<file path="src/rtl/fp_mul_sched_pkg.sv">
// Shared types and constants for the shared FP multiplier scheduler.
package fp_mul_sched_pkg;
  localparam int IDW     = 3;  // wide enough for up to 8 requesters
  localparam int LAT_DEF = 3;

  typedef struct packed {
    logic           valid;
    logic [IDW-1:0] id;
  } mul_tag_t;
endpackage

</file>
<file path="src/rtl/rr_arbiter.sv">
// Round-robin arbiter: first requester at or after the pointer wins; pointer moves past the winner.
module rr_arbiter
  import fp_mul_sched_pkg::*;
#(
  parameter int NREQ = 4
) (
  input  logic            clk,
  input  logic            rst,
  input  logic [NREQ-1:0] req_i,
  input  logic            en_i,
  output logic [NREQ-1:0] gnt_o,
  output logic [IDW-1:0]  gnt_id_o
);
  localparam int PW = $clog2(NREQ);

  logic [PW-1:0] ptr_q, ptr_d;
  logic          found;
  int            idx;

  always_comb begin
    gnt_o    = '0;
    gnt_id_o = '0;
    ptr_d    = ptr_q;
    found    = 1'b0;
    idx      = 0;
    for (int k = 0; k < NREQ; k++) begin
      idx = int'(ptr_q) + k;
      if (idx >= NREQ) idx = idx - NREQ;
      if (en_i && !found && req_i[idx]) begin
        found      = 1'b1;
        gnt_o[idx] = 1'b1;
        gnt_id_o   = IDW'(idx);
        ptr_d      = (idx == NREQ - 1) ? '0 : PW'(idx + 1);
      end
    end
  end

  always_ff @(posedge clk or posedge rst) begin
    if (rst) ptr_q <= '0;
    else     ptr_q <= ptr_d;
  end
endmodule

</file>
<file path="src/rtl/fp_mul_sched.sv">
// Shares one fixed-latency FP multiplier between NREQ requesters with per-requester credits
// and a tag pipe that routes each result back to its owner.
module fp_mul_sched
  import fp_mul_sched_pkg::*;
#(
  parameter int NREQ    = 4,
  parameter int WIDTH   = 24,
  parameter int LAT     = LAT_DEF,
  parameter int MAX_OUT = 4
) (
  input  logic                    clk,
  input  logic                    rst,
  input  logic                    enable_i,
  input  logic [NREQ-1:0]         req_valid_i,
  input  logic [NREQ*WIDTH-1:0]   req_a_i,
  input  logic [NREQ*WIDTH-1:0]   req_b_i,
  output logic [NREQ-1:0]         req_ready_o,
  output logic                    mul_issue_o,
  output logic [WIDTH-1:0]        mul_a_o,
  output logic [WIDTH-1:0]        mul_b_o,
  input  logic [WIDTH-1:0]        mul_result_i,
  output logic [NREQ-1:0]         resp_valid_o,
  output logic [$clog2(NREQ)-1:0] resp_id_o,
  output logic [WIDTH-1:0]        resp_data_o,
  output logic                    busy_o
);
  localparam int RIDW = $clog2(NREQ);
  localparam int CW   = $clog2(MAX_OUT + 1);

  logic [NREQ-1:0]          eligible, gnt, dec;
  logic [IDW-1:0]           gnt_id;
  logic                     hs;
  logic                     issue_q, issue_d;
  logic [WIDTH-1:0]         a_q, a_d, b_q, b_d;
  mul_tag_t                 tag_q [LAT+1];
  mul_tag_t                 tag_d [LAT+1];
  mul_tag_t                 tout;
  logic [NREQ-1:0]          resp_valid_q, resp_valid_d;
  logic [RIDW-1:0]          resp_id_q, resp_id_d;
  logic [WIDTH-1:0]         resp_data_q, resp_data_d;
  logic [NREQ-1:0][CW-1:0]  cnt_q, cnt_d;
  logic                     busy_q, busy_d;

  always_comb begin
    eligible = '0;
    for (int i = 0; i < NREQ; i++)
      eligible[i] = req_valid_i[i] && (cnt_q[i] != CW'(MAX_OUT));
  end

  // Reset also masks grants so ready reads zero while reset is held.
  rr_arbiter #(.NREQ(NREQ)) u_arb (
    .clk      (clk),
    .rst      (rst),
    .req_i    (eligible),
    .en_i     (enable_i && !rst),
    .gnt_o    (gnt),
    .gnt_id_o (gnt_id)
  );

  assign hs   = |gnt;
  assign tout = tag_q[LAT];

  always_comb begin
    issue_d = hs;
    a_d     = a_q;
    b_d     = b_q;
    for (int i = 0; i < NREQ; i++)
      if (gnt[i]) begin
        a_d = req_a_i[i*WIDTH +: WIDTH];
        b_d = req_b_i[i*WIDTH +: WIDTH];
      end
    tag_d[0] = '{valid: hs, id: gnt_id};
    for (int k = 1; k <= LAT; k++) tag_d[k] = tag_q[k-1];
  end

  // Stage LAT lines up with mul_result_i; its id selects the owner and returns a credit.
  always_comb begin
    dec          = '0;
    resp_valid_d = '0;
    resp_id_d    = resp_id_q;
    resp_data_d  = resp_data_q;
    if (tout.valid) begin
      resp_id_d   = tout.id[RIDW-1:0];
      resp_data_d = mul_result_i;
      for (int i = 0; i < NREQ; i++)
        if (tout.id == IDW'(i)) dec[i] = 1'b1;
      resp_valid_d = dec;
    end
  end

  always_comb begin
    busy_d = 1'b0;
    for (int i = 0; i < NREQ; i++) begin
      cnt_d[i] = cnt_q[i];
      if (gnt[i] && !dec[i])      cnt_d[i] = cnt_q[i] + CW'(1);
      else if (dec[i] && !gnt[i]) cnt_d[i] = cnt_q[i] - CW'(1);
      if (cnt_d[i] != '0) busy_d = 1'b1;
    end
  end

  always_ff @(posedge clk or posedge rst) begin
    if (rst) begin
      issue_q      <= 1'b0;
      a_q          <= '0;
      b_q          <= '0;
      for (int k = 0; k <= LAT; k++) tag_q[k] <= '0;
      resp_valid_q <= '0;
      resp_id_q    <= '0;
      resp_data_q  <= '0;
      cnt_q        <= '0;
      busy_q       <= 1'b0;
    end else begin
      issue_q      <= issue_d;
      a_q          <= a_d;
      b_q          <= b_d;
      for (int k = 0; k <= LAT; k++) tag_q[k] <= tag_d[k];
      resp_valid_q <= resp_valid_d;
      resp_id_q    <= resp_id_d;
      resp_data_q  <= resp_data_d;
      cnt_q        <= cnt_d;
      busy_q       <= busy_d;
    end
  end

  assign req_ready_o  = gnt;
  assign mul_issue_o  = issue_q;
  assign mul_a_o      = a_q;
  assign mul_b_o      = b_q;
  assign resp_valid_o = resp_valid_q;
  assign resp_id_o    = resp_id_q;
  assign resp_data_o  = resp_data_q;
  assign busy_o       = busy_q;
endmodule

</file>
<file path="config.mk">
export PLATFORM = sky130hd
export DESIGN_NAME = fp_mul_sched
export DESIGN_NICKNAME = d
export VERILOG_FILES = /design/src/rtl/fp_mul_sched_pkg.sv /design/src/rtl/rr_arbiter.sv /design/src/rtl/fp_mul_sched.sv
export SDC_FILE = /design/constraint.sdc
export NUM_CORES = 1
export LEC_CHECK = 0
export CAP_MARGIN = 30
export CORE_ASPECT_RATIO = 1.2
export CORE_MARGIN = 5
export CORE_UTILIZATION = 42
export CTS_BUF_LIST = sky130_fd_sc_hd__clkbuf_8
export DETAILED_ROUTE_END_ITERATION = 10
export PLACE_DENSITY = 0.83
export SETUP_SLACK_MARGIN = 0.3
export SLEW_MARGIN = 5
export SYNTH_ARGS = -nofsm -noshare
export SYNTH_HDL_FRONTEND = slang
export SYNTH_HIERARCHICAL = 1
export SYNTH_SLANG_ARGS = --single-unit
</file>
<file path="constraint.sdc">
create_clock -name clk -period 4.36 [get_ports clk]
set_input_delay 0.872 -clock clk [delete_from_list [all_inputs] [get_ports clk]]
set_output_delay 0.872 -clock clk [all_outputs]
set_load 0.01 [all_outputs]
</file>
==> results of run 1 <==
==> area by class of cell <==
type / instances / area, um2 / area share (%)
Clock buffer: 9 / 124 / 1.25
Inverter: 19 / 73.8 / 0.743
Clock inverter: 7 / 91.3 / 0.919
Timing Repair Buffer: 336 / 3320 / 33.4
Tap cell: 204 / 255 / 2.57
Sequential cell: 109 / 2730 / 27.4
Multi-Input combinational cell: 455 / 3350 / 33.7
==> layout by cell type (no fill, tap or decap), drive strengths merged, types with 4 or more instances in the layout <==
cell type      count
o22ai              4
nor2               5
buf               30
mux2i            105
xor2               5
clkbuf            11
o21ai            103
clkdlybuf4s50    302
a21oi              6
a222oi             4
nand2            115
ha                20
inv               24
nand2b             7
dfrtp            109
xnor2              7
a21boi             4
mux2              31
==> through the flow <==
step / area [um2] / TNS [ns]
3_5_place_dp: 9690 / -0.0821
4_1_cts: 9910 / 0
2_1_floorplan: 6340 / 0
3_3_place_gp: 9690 / 0
6_report: 9940 / 0
5_1_grt: 9940 / 0
==> report_power, final <==
| part | internal [uW] | switching [uW] |
|---|---|---|
| sequential | 1500 | 274 |
| combinational | 1780 | 1750 |
| clock | 240 | 412 |
==> cells by family (layout without fill, tap and decap cells) <==
| group | after synthesis | after routing |
|---|---|---|
| simple gates | 148 | 148 |
| mux | 139 | 139 |
| compound gates | 134 | 134 |
| flops | 109 | 109 |
| buf+inv | 66 | 371 |
| fa+ha+maj | 22 | 22 |
| xor+xnor | 12 | 12 |
==> sequential cells by signal (all words and copies together), names as in the netlist <==
register and count:
busy_o 1, cnt_q 12, mul_a_o 24, mul_b_o 24, resp_data_o 24, resp_id_o 2, resp_valid_o 4, tag_d 12
tag_q 4, u_arb/ptr_q 2
==> worst max path at each step <==
stage,to,cells after the start,start,slack [ns]
3_5_place_dp,req_ready_o[3],9,req_valid_i[0],-0.03
2_1_floorplan,mul_a_o[10],13,req_valid_i[0],0.45
5_1_grt,req_ready_o[1],8,req_valid_i[3],0.28
3_3_place_gp,req_ready_o[3],9,req_valid_i[0],0.04
4_1_cts,req_ready_o[3],9,req_valid_i[3],0.29
6_report,req_ready_o[1],8,req_valid_i[3],0.34
==> critical path, cell delays in order <==
cell,delay (ns)
clkdlybuf4s50_1,0.41
a21boi_2,0.17
buf_4,0.16
mux4_2,0.50
and3_4,0.20
a222oi_1,0.46
nand2_4,0.06
dlygate4sd2_1,0.30
==> metal layers <==
metal / up-vias / part of all wire (%) / wire [um]
met5: - / 0.064 / 13
met4: 2 / 1.7 / 349
met3: 29 / 8.8 / 1800
met2: 217 / 52 / 10600
met1: 2708 / 37 / 7570
li1: 2800 / - / -
==> what timing repair did <==
item / in CTS / in global routing
resized for setup: 9 / 8
buffers inserted: 0 / 4
endpoints found under the setup margin: 4 / 5
pin swaps: 2 / 4
==> impl_metrics.env, run 1 <==
export IMPL_holdCritPathClass="reg -> reg"
export IMPL_min_from="tag_d[3]"
export IMPL_r2r_end="mul_a_o[8]"
export IMPL_drive_above_1_share_pct=10.8
export IMPL_synth_edf_count=0
export IMPL_row_count=49
export IMPL_ir_drop_mv=0.614
export IMPL_drt_iter0_drc=294
export IMPL_yosysTopAreaCell="dfrtp_1"
export IMPL_synthTopCellsByCount="115 x nand2_1, 109 x dfrtp_1, 105 x mux2i_1"
export IMPL_grt_use_met1_pct=25.3
export IMPL_reg2reg_from="u_arb/ptr_q[0]"
export IMPL_firstDrtPassIters=5
export IMPL_yosysWarnings=6
export IMPL_yosys_area_share_simple_pct=10.5
export IMPL_coreArea_um2=14900
export IMPL_report_final_hold_viol_count=0
export IMPL_status="finished, final reports clean"
export IMPL_num_io_pins=307
export IMPL_syn_avg_cell_area_um2=10.1
export IMPL_clkTransAtPathRegs_ns=0.12
export IMPL_final_core_util_pct=66.7
export IMPL_synth_top_family_by_area="multiplexers"
export IMPL_whs_path_depth=0
export IMPL_synth_adder_area_share_pct=4.28
export IMPL_synth_distinct_cells=57
export IMPL_ys_seq_elements=109
export IMPL_path_class="in -> out"
export IMPL_gr_total_overflow=0
export IMPL_netlist_area_leader_share_pct=43.0
export IMPL_diodes=0
export IMPL_crit_required_ns=3.49
export IMPL_synthMuxAreaShare_pct=23.3
export IMPL_post_drt_via_cell_ratio=5.05
export IMPL_fmax_mhz=249
export IMPL_grt_pass1_vias=5603
export IMPL_setup_viol=0
export IMPL_cts_sinks=109
export IMPL_final_max_slew_viol_count=0
export IMPL_synth_compound_area_share_pct=12.4
export IMPL_critPathLaunchType="input port"
export IMPL_die_height_um=145
export IMPL_syn_to_final_growth_pct=56.8
export IMPL_p_leak_uw=0.00400
export IMPL_grt_antenna_before_repair=1
export IMPL_whs_endpoint="tag_q[3]"
export IMPL_pre_cts_ws_ns=-0.0343
export IMPL_slew_headroom_pct=64.6
export IMPL_grt_util_met3_pct=7.32
export IMPL_syn_area_um2=6340
export IMPL_cts_tree="done"
export IMPL_cts_buffer_depth=2
export IMPL_worst_hold_slack_ns=0.358
export IMPL_layout_setup_ws_ns=0.338
export IMPL_endpoint_kind="output pin"
export IMPL_syn_nets=873
export IMPL_arrival_ns=3.15
export IMPL_grt_pass1_wl_um=29800
export IMPL_busiest_layer="met2"
export IMPL_fin_skew_ns=0.0250
export IMPL_track_usage_pct=21.7
export IMPL_ant_nets=0
export IMPL_gr_usage_met2_pct=38.6
export IMPL_die_area_um2=17700
export IMPL_r2r_setup_slack_ns=0.75
export IMPL_dp_hpwl_um=15900
export IMPL_async_flop_share_pct=100
export IMPL_io_buffers=306
export IMPL_power_total_uw=5950
export IMPL_post_place_cells=1119
export IMPL_drv_cap=0
export IMPL_grt_setup_unrepaired="yes"
export IMPL_die_w_um=122
export IMPL_synthFlopType="dfrtp_1"
export IMPL_ys_seq_area_share_pct=43.0
export IMPL_num_vias=5756
export IMPL_tightest_slew_ns=0.531
export IMPL_synthCells=630
export IMPL_post_route_drc_count=0
export IMPL_fin_nets=1173
export IMPL_synth_xor_area_share_pct=1.66
export IMPL_htreeDepth=3
export IMPL_gp_congestion=0.914
export IMPL_rr_worst_depth=14
export IMPL_clock_latency_ns=0.39
export IMPL_crit_fanout=9
export IMPL_yosys_cell_count_top_type="nand2_1"
export IMPL_cts_inserted_buffers=9
export IMPL_routed_wl_um=20400
export IMPL_finalCritPeriodShare_pct=92.2
export IMPL_initial_utilization_pct=42.6
export IMPL_ctsHoldBuffers=0
export IMPL_num_fill_cells=1205
export IMPL_period_needed_ns=4.02
export IMPL_grt_max_degree=102
export IMPL_synthTopCellsByArea="dfrtp_1 43%, mux2i_1 17%, o21ai_0 8.1%, nand2_1 6.8%, mux2_2 5.2%"
export IMPL_wl_per_cell_um=17.9
export IMPL_fin_cells=1139
export IMPL_root_buffer="clkbuf_8"
export IMPL_powerDensity_nw_per_um2=599
Note: power is estimated with default switching activity, not from simulation.
==> run 2, diff against run 1 <==
--- a/config.mk
+++ b/config.mk
@@ -11,10 +11,10 @@
 export CORE_UTILIZATION = 42
 export CTS_BUF_LIST = sky130_fd_sc_hd__clkbuf_8
 export DETAILED_ROUTE_END_ITERATION = 10
+export GPL_TIMING_DRIVEN = 0
 export PLACE_DENSITY = 0.83
 export SETUP_SLACK_MARGIN = 0.3
 export SLEW_MARGIN = 5
 export SYNTH_ARGS = -nofsm -noshare
 export SYNTH_HDL_FRONTEND = slang
-export SYNTH_HIERARCHICAL = 1
 export SYNTH_SLANG_ARGS = --single-unit
==> run 2 against run 1 <==
Against the previous run: final cell count increased by 5.4%; wire length increased by 13%; clock skew decreased by 0.013 ns; hold slack got worse by 0.0074 ns; non-clock buffer count increased by 34; total power increased by 9.2%; utilization increased by 1.6 points; combinational power increased by 18%; sequential cell count unchanged; critical path depth increased by 2; critical path type unchanged; largest power group unchanged.
==> impl_metrics.env, run 2 <==
export IMPL_whs_endpoint="tag_d[4]"
export IMPL_die_area_um2=17500
export IMPL_powerDensity_nw_per_um2=641
export IMPL_synth_xor_area_share_pct=1.67
export IMPL_ir_drop_mv=0.259
export IMPL_multiInputGateArea_um2=3390
export IMPL_tightest_slew_ns=0.657
export IMPL_rr_worst_depth=16
export IMPL_initial_utilization_pct=42.3
export IMPL_yosys_area_share_simple_pct=10.7
export IMPL_regArea_um2=2730
export IMPL_syn_nets=899
export IMPL_synthCells=656
export IMPL_crit_required_ns=3.49
export IMPL_final_max_slew_viol_count=0
export IMPL_coreArea_um2=14800
export IMPL_synthMuxAreaShare_pct=14.5
export IMPL_drv_cap=0
export IMPL_synth_top_family_by_area="compound AO/OA/AOI/OAI gates"
export IMPL_netlist_area_leader_share_pct=43.4
export IMPL_reg2reg_from="u_arb.ptr_q[0]"
export IMPL_grt_antenna_before_repair=0
export IMPL_htreeDepth=3
export IMPL_holdCritPathClass="reg -> reg"
export IMPL_synth_distinct_cells=57
export IMPL_cts_buffer_depth=2
export IMPL_fin_skew_ns=0.0117
export IMPL_post_drt_via_cell_ratio=5.34
export IMPL_grt_pass1_wl_um=33400
export IMPL_period_needed_ns=4.00
export IMPL_slew_headroom_pct=56.2
export IMPL_routed_wl_um=23100
export IMPL_synth_edf_count=0
export IMPL_grt_pass1_vias=6222
export IMPL_syn_avg_cell_area_um2=9.57
export IMPL_synthFlopType="dfrtp_1"
export IMPL_drive_above_1_share_pct=11.5
export IMPL_arrival_ns=3.13
export IMPL_row_count=49
export IMPL_cts_inserted_buffers=9
export IMPL_post_place_cells=1167
export IMPL_clkTransAtPathRegs_ns=0.10
export IMPL_report_final_hold_viol_count=0
export IMPL_gr_total_overflow=0
export IMPL_synth_adder_area_share_pct=4.30
export IMPL_io_buffers=306
export IMPL_status="finished, final reports clean"
export IMPL_syn_to_final_growth_pct=61.4
export IMPL_grt_max_degree=67
export IMPL_final_core_util_pct=68.3
export IMPL_min_from="tag_d[8]"
export IMPL_root_buffer="clkbuf_8"
export IMPL_setup_viol=0
export IMPL_whs_path_depth=0
export IMPL_yosysWarnings=0
export IMPL_r2r_end="busy_o"
export IMPL_ant_nets=0
export IMPL_yosysTopAreaCell="dfrtp_1"
export IMPL_die_w_um=122
export IMPL_clock_latency_ns=0.36
export IMPL_ys_seq_elements=109
export IMPL_gp_congestion=0.956
export IMPL_p_leak_uw=0.00408
export IMPL_wl_per_cell_um=19.2
export IMPL_post_route_drc_count=0
export IMPL_num_vias=6418
export IMPL_drt_iter0_drc=534
export IMPL_syn_area_um2=6280
export IMPL_finalCritPeriodShare_pct=91.8
export IMPL_async_flop_share_pct=100
export IMPL_num_io_pins=307
export IMPL_cts_tree="done"
export IMPL_fin_nets=1235
export IMPL_synth_compound_area_share_pct=20.7
export IMPL_crit_fanout=10
export IMPL_grt_setup_unrepaired="no"
export IMPL_num_fill_cells=1177
export IMPL_ys_seq_area_share_pct=43.4
export IMPL_dp_hpwl_um=17700
export IMPL_finalSetupTns_ns=0
export IMPL_die_height_um=144
export IMPL_cts_sinks=109
export IMPL_fin_cells=1201
export IMPL_endpoint_kind="output pin"
export IMPL_diodes=0
export IMPL_mostFrequentLayoutCell="clkdlybuf4s50_1"
export IMPL_final_cell_mix="299 x clkdlybuf4s50_1, 108 x nor2_1, 107 x dfrtp_1, 103 x a21oi_1, 53 x mux2i_1"
export IMPL_power_total_uw=6500
export IMPL_r2r_setup_slack_ns=0.50
export IMPL_path_class="in -> out"
export IMPL_critPathLaunchType="input port"
export IMPL_firstDrtPassIters=5
export IMPL_synthTopCellsByCount="109 x dfrtp_1, 109 x nor2_1, 103 x a21oi_1"
export IMPL_fmax_mhz=250
export IMPL_track_usage_pct=24.4
export IMPL_synthTopCellsByArea="dfrtp_1 43%, mux2i_1 8.8%, a21oi_1 8.2%, nor2_1 6.5%, a211oi_1 6.1%"
export IMPL_ctsHoldBuffers=0
==> run 2: cell count changes after synthesis, sizes merged, moves of 3 or more <==
cell,before,now
mux2i,105,56
clkbuf,15,28
o21ai,103,15
a211oi,1,51
a32o,0,4
nor2,5,109
buf,32,17
a21bo,0,4
mux2,31,26
a222oi,4,0
nor3,3,9
a21oi,6,104
nand2,115,20
nand2b,7,4
==> run 2: kinds of logic after synthesis <==
group / count (synthesis)
buffers and inverters: 66
muxes: 84
AOI/OAI and AO/OA: 206
adders and majority gates: 22
DFF: 109
and+or+nand+nor: 157
xor gates and xnor gates: 12
==> run 2: metal layers <==
layer / vias up / share of wire, % / track usage [%]
li1: 3012 / - / -
met1: 3041 / 39 / 30.2
met2: 320 / 50 / 43.0
met3: 45 / 8.3 / 5.51
met4: 0 / 2.4 / 6.61
met5: - / 0 / 0
==> run 2: cell type report <==
type,instances,area share [%]
inverter,21,0.901
sequential,109,26.9
clock buffer,11,1.49
buffer,45,2.63
multi-input combinational,481,33.5
timing repair buffer,325,31.7
tap,204,2.52
clock inverter,5,0.333
==> run 2: how the worst max path moves through the flow <==
stage | startpoint | to | slack (ns) | depth (start not counted)
after detailed placement | u_arb.ptr_q[0] | req_ready_o[3] | -0.84 | 12
after floorplan | u_arb.ptr_q[0] | req_ready_o[3] | 0.41 | 11
after global placement | rst | mul_a_o[16] | -1.02 | 2
after CTS | u_arb.ptr_q[0] | req_ready_o[0] | 0.33 | 10
after global routing | req_valid_i[2] | req_ready_o[3] | 0.29 | 10
final | rst | req_ready_o[3] | 0.36 | 10
==> run 2: what timing repair did <==
action                                  4_1_cts  5_1_grt
setup buffers                                15        3
pin swaps                                     7        5
endpoints found under the setup margin       55       27
gates resized for setup                      55       14
gates cloned                                  0        0
==> run 2: stage by stage <==
stage | hold WS, ns | setup WS [ns] | cell area (um2)
2_1_floorplan | 0.331 | 0.414 | 6280
3_3_place_gp | 0.332 | -1.02 | 9600
3_5_place_dp | 0.336 | -0.842 | 9630
4_1_cts | 0.344 | 0.328 | 10100
5_1_grt | 0.342 | 0.288 | 10100
6_report | 0.351 | 0.358 | 10100
==> run 2: worst max-delay path, stage by stage <==
cell             delay, ns
clkdlybuf4s50_1       0.56
nand2b_1              0.27
nor2_1                0.12
a2bb2oi_4             0.30
a21oi_4               0.12
a221oi_4              0.36
inv_2                 0.10
buf_8                 0.13
clkbuf_8              0.15
buf_2                 0.14
==> run 2: where the power goes <==
part	switching, uW	total [uW]	internal, uW
combinational	2160	4160	2000
sequential	263	1760	1490
clock	342	582	240
total	2770	6500	3730
==> run 3, diff against run 2 <==
--- a/config.mk
+++ b/config.mk
@@ -11,6 +11,7 @@
 export CORE_UTILIZATION = 42
 export CTS_BUF_LIST = sky130_fd_sc_hd__clkbuf_8
 export DETAILED_ROUTE_END_ITERATION = 10
+export GPL_ROUTABILITY_DRIVEN = 0
 export GPL_TIMING_DRIVEN = 0
 export PLACE_DENSITY = 0.83
 export SETUP_SLACK_MARGIN = 0.3
==> run 3 against run 2 <==
Against the previous run: sequential power about the same; final cell count is essentially flat; utilization increased by 0.19 points; register-to-register slack barely moved; maximum frequency fell by 0.50%; combinational power grew 1%; first-iteration DRC count is 11% lower; total power increased by 0.60%; clock-buffer cell count down 1; sequential share of layout area down 0.073 points; die area unchanged; hold slack gained 0.0046 ns; largest cell class unchanged.
==> impl_metrics.env, run 3 (synthesized netlist as in run 2, its figures left out) <==
export IMPL_die_area_um2=17500
export IMPL_cts_inserted_buffers=9
export IMPL_row_count=49
export IMPL_crit_path_top_delay_cell="clkdlybuf4s50_1"
export IMPL_wl_per_cell_um=19.3
export IMPL_fin_skew_ns=0.0124
export IMPL_final_cell_mix="298 x clkdlybuf4s50_1, 108 x nor2_1, 107 x dfrtp_1, 103 x a21oi_1, 55 x mux2i_1"
export IMPL_ctsHoldBuffers=0
export IMPL_tightest_slew_ns=0.753
export IMPL_grt_pass1_wl_um=34500
export IMPL_post_route_drc_count=0
export IMPL_powerDensity_nw_per_um2=643
export IMPL_cts_tree="done"
export IMPL_coreArea_um2=14800
export IMPL_crit_chain="clkdlybuf4s50_1, nand2b_1, nor2_1, a2bb2oi_4, nor2_4, buf_4, a221o_1, buf_6, buf_8, clkdlybuf4s15_2"
export IMPL_clock_latency_ns=0.37
export IMPL_final_core_util_pct=68.5
export IMPL_arrival_ns=3.15
export IMPL_slowest_delay_ns=0.53
export IMPL_syn_to_final_growth_pct=61.8
export IMPL_grt_pass1_vias=6610
export IMPL_crit_buf_inv=5
export IMPL_ant_nets=0
export IMPL_grt_antenna_before_repair=0
export IMPL_finalCritPeriodShare_pct=92.2
export IMPL_num_fill_cells=1230
export IMPL_track_usage_pct=25.2
export IMPL_path_class="in -> out"
export IMPL_ir_drop_mv=0.267
export IMPL_clkTransAtPathRegs_ns=0.10
export IMPL_drv_cap=0
export IMPL_mostFrequentLayoutCell="clkdlybuf4s50_1"
export IMPL_grt_max_degree=63
export IMPL_post_place_cells=1167
export IMPL_fin_cells=1202
export IMPL_drive_above_1_share_pct=11.8
export IMPL_initial_utilization_pct=42.3
export IMPL_post_drt_via_cell_ratio=5.31
export IMPL_cts_sinks=109
export IMPL_die_height_um=144
export IMPL_crit_fanout=4
export IMPL_status="finished, final reports clean"
export IMPL_cts_buffer_depth=2
export IMPL_gr_total_overflow=0
export IMPL_endpoint_kind="output pin"
export IMPL_routed_wl_um=23200
export IMPL_root_buffer="clkbuf_8"
export IMPL_diodes=0
export IMPL_num_io_pins=307
export IMPL_slew_headroom_pct=49.4
export IMPL_crit_required_ns=3.49
export IMPL_crit_family="buffers and inverters"
export IMPL_multiInputGateArea_um2=3410
export IMPL_die_w_um=122
export IMPL_io_buffers=306
export IMPL_fmax_mhz=249
export IMPL_setup_viol=0
export IMPL_holdCritPathClass="reg -> reg"
export IMPL_num_vias=6379
export IMPL_firstDrtPassIters=6
export IMPL_p_leak_uw=0.00411
export IMPL_fin_nets=1236
export IMPL_report_final_hold_viol_count=0
export IMPL_critPathLaunchType="input port"
export IMPL_dp_hpwl_um=17700
export IMPL_grt_setup_unrepaired="yes"
export IMPL_regArea_um2=2730
export IMPL_htreeDepth=3
export IMPL_final_max_slew_viol_count=0
export IMPL_period_needed_ns=4.02
export IMPL_drt_iter0_drc=477
## run 3: through the flow
step	power [uW]	TNS, ns	worst slack [ns]	hold WS [ns]	cell area (um2)
5_1_grt	6990	0	0.283	0.348	10200
3_3_place_gp	5520	-119.78	-1.01	0.332	9600
3_5_place_dp	5600	-11.71	-0.888	0.336	9630
6_report	6540	0	0.338	0.355	10200
2_1_floorplan	3990	0	0.414	0.331	6280
4_1_cts	6440	0	0.148	0.348	10100
## run 3: power by group
group	total (uW)	switching [uW]	internal (uW)	leakage, uW
clock	562	339	223	0.0000974
combinational	4220	2190	2030	0.00274
sequential	1750	262	1490	0.00128
## run 3: worst paths after layout
check / start / end / slack, ns / cells past startpoint
worst min-delay path: tag_d[5] / tag_d[1] / 0.36 / 0
worst max-delay path: rst / req_ready_o[1] / 0.34 / 10
min in group asynchronous: rst / u_arb.ptr_q[0] / 0.98 / 2
worst min register to register: tag_d[5] / tag_d[1] / 0.36 / 0
worst max register to register: u_arb.ptr_q[0] / busy_o / 0.49 / 16
max in group asynchronous: rst / mul_a_o[22] / 2.67 / 3
## run 3: timing repair
action | CTS | global route
buffers inserted | 17 | 2
pin swaps | 6 | 3
endpoints found under the setup margin | 55 | 40
gates resized for setup | 54 | 19
## run 3: layer usage
layer | wire (um) | part of all wire, % | up-vias | GRT usage [%]
met5 | 0 | 0 | - | 0
met4 | 646 | 2.8 | 0 | 8.02
met3 | 1990 | 8.6 | 53 | 6.85
met2 | 11500 | 50 | 300 | 43.8
met1 | 9020 | 39 | 3007 | 30.4
li1 | - | - | 3019 | -
## run 3: area by class of cell
type	instances	share of cell area [%]
buffer	45	2.63
multi-input combinational	481	33.6
sequential	109	26.9
tap	204	2.51
inverter	21	0.923
clock inverter	6	0.394
timing repair buffer	326	31.8
clock buffer	10	1.35
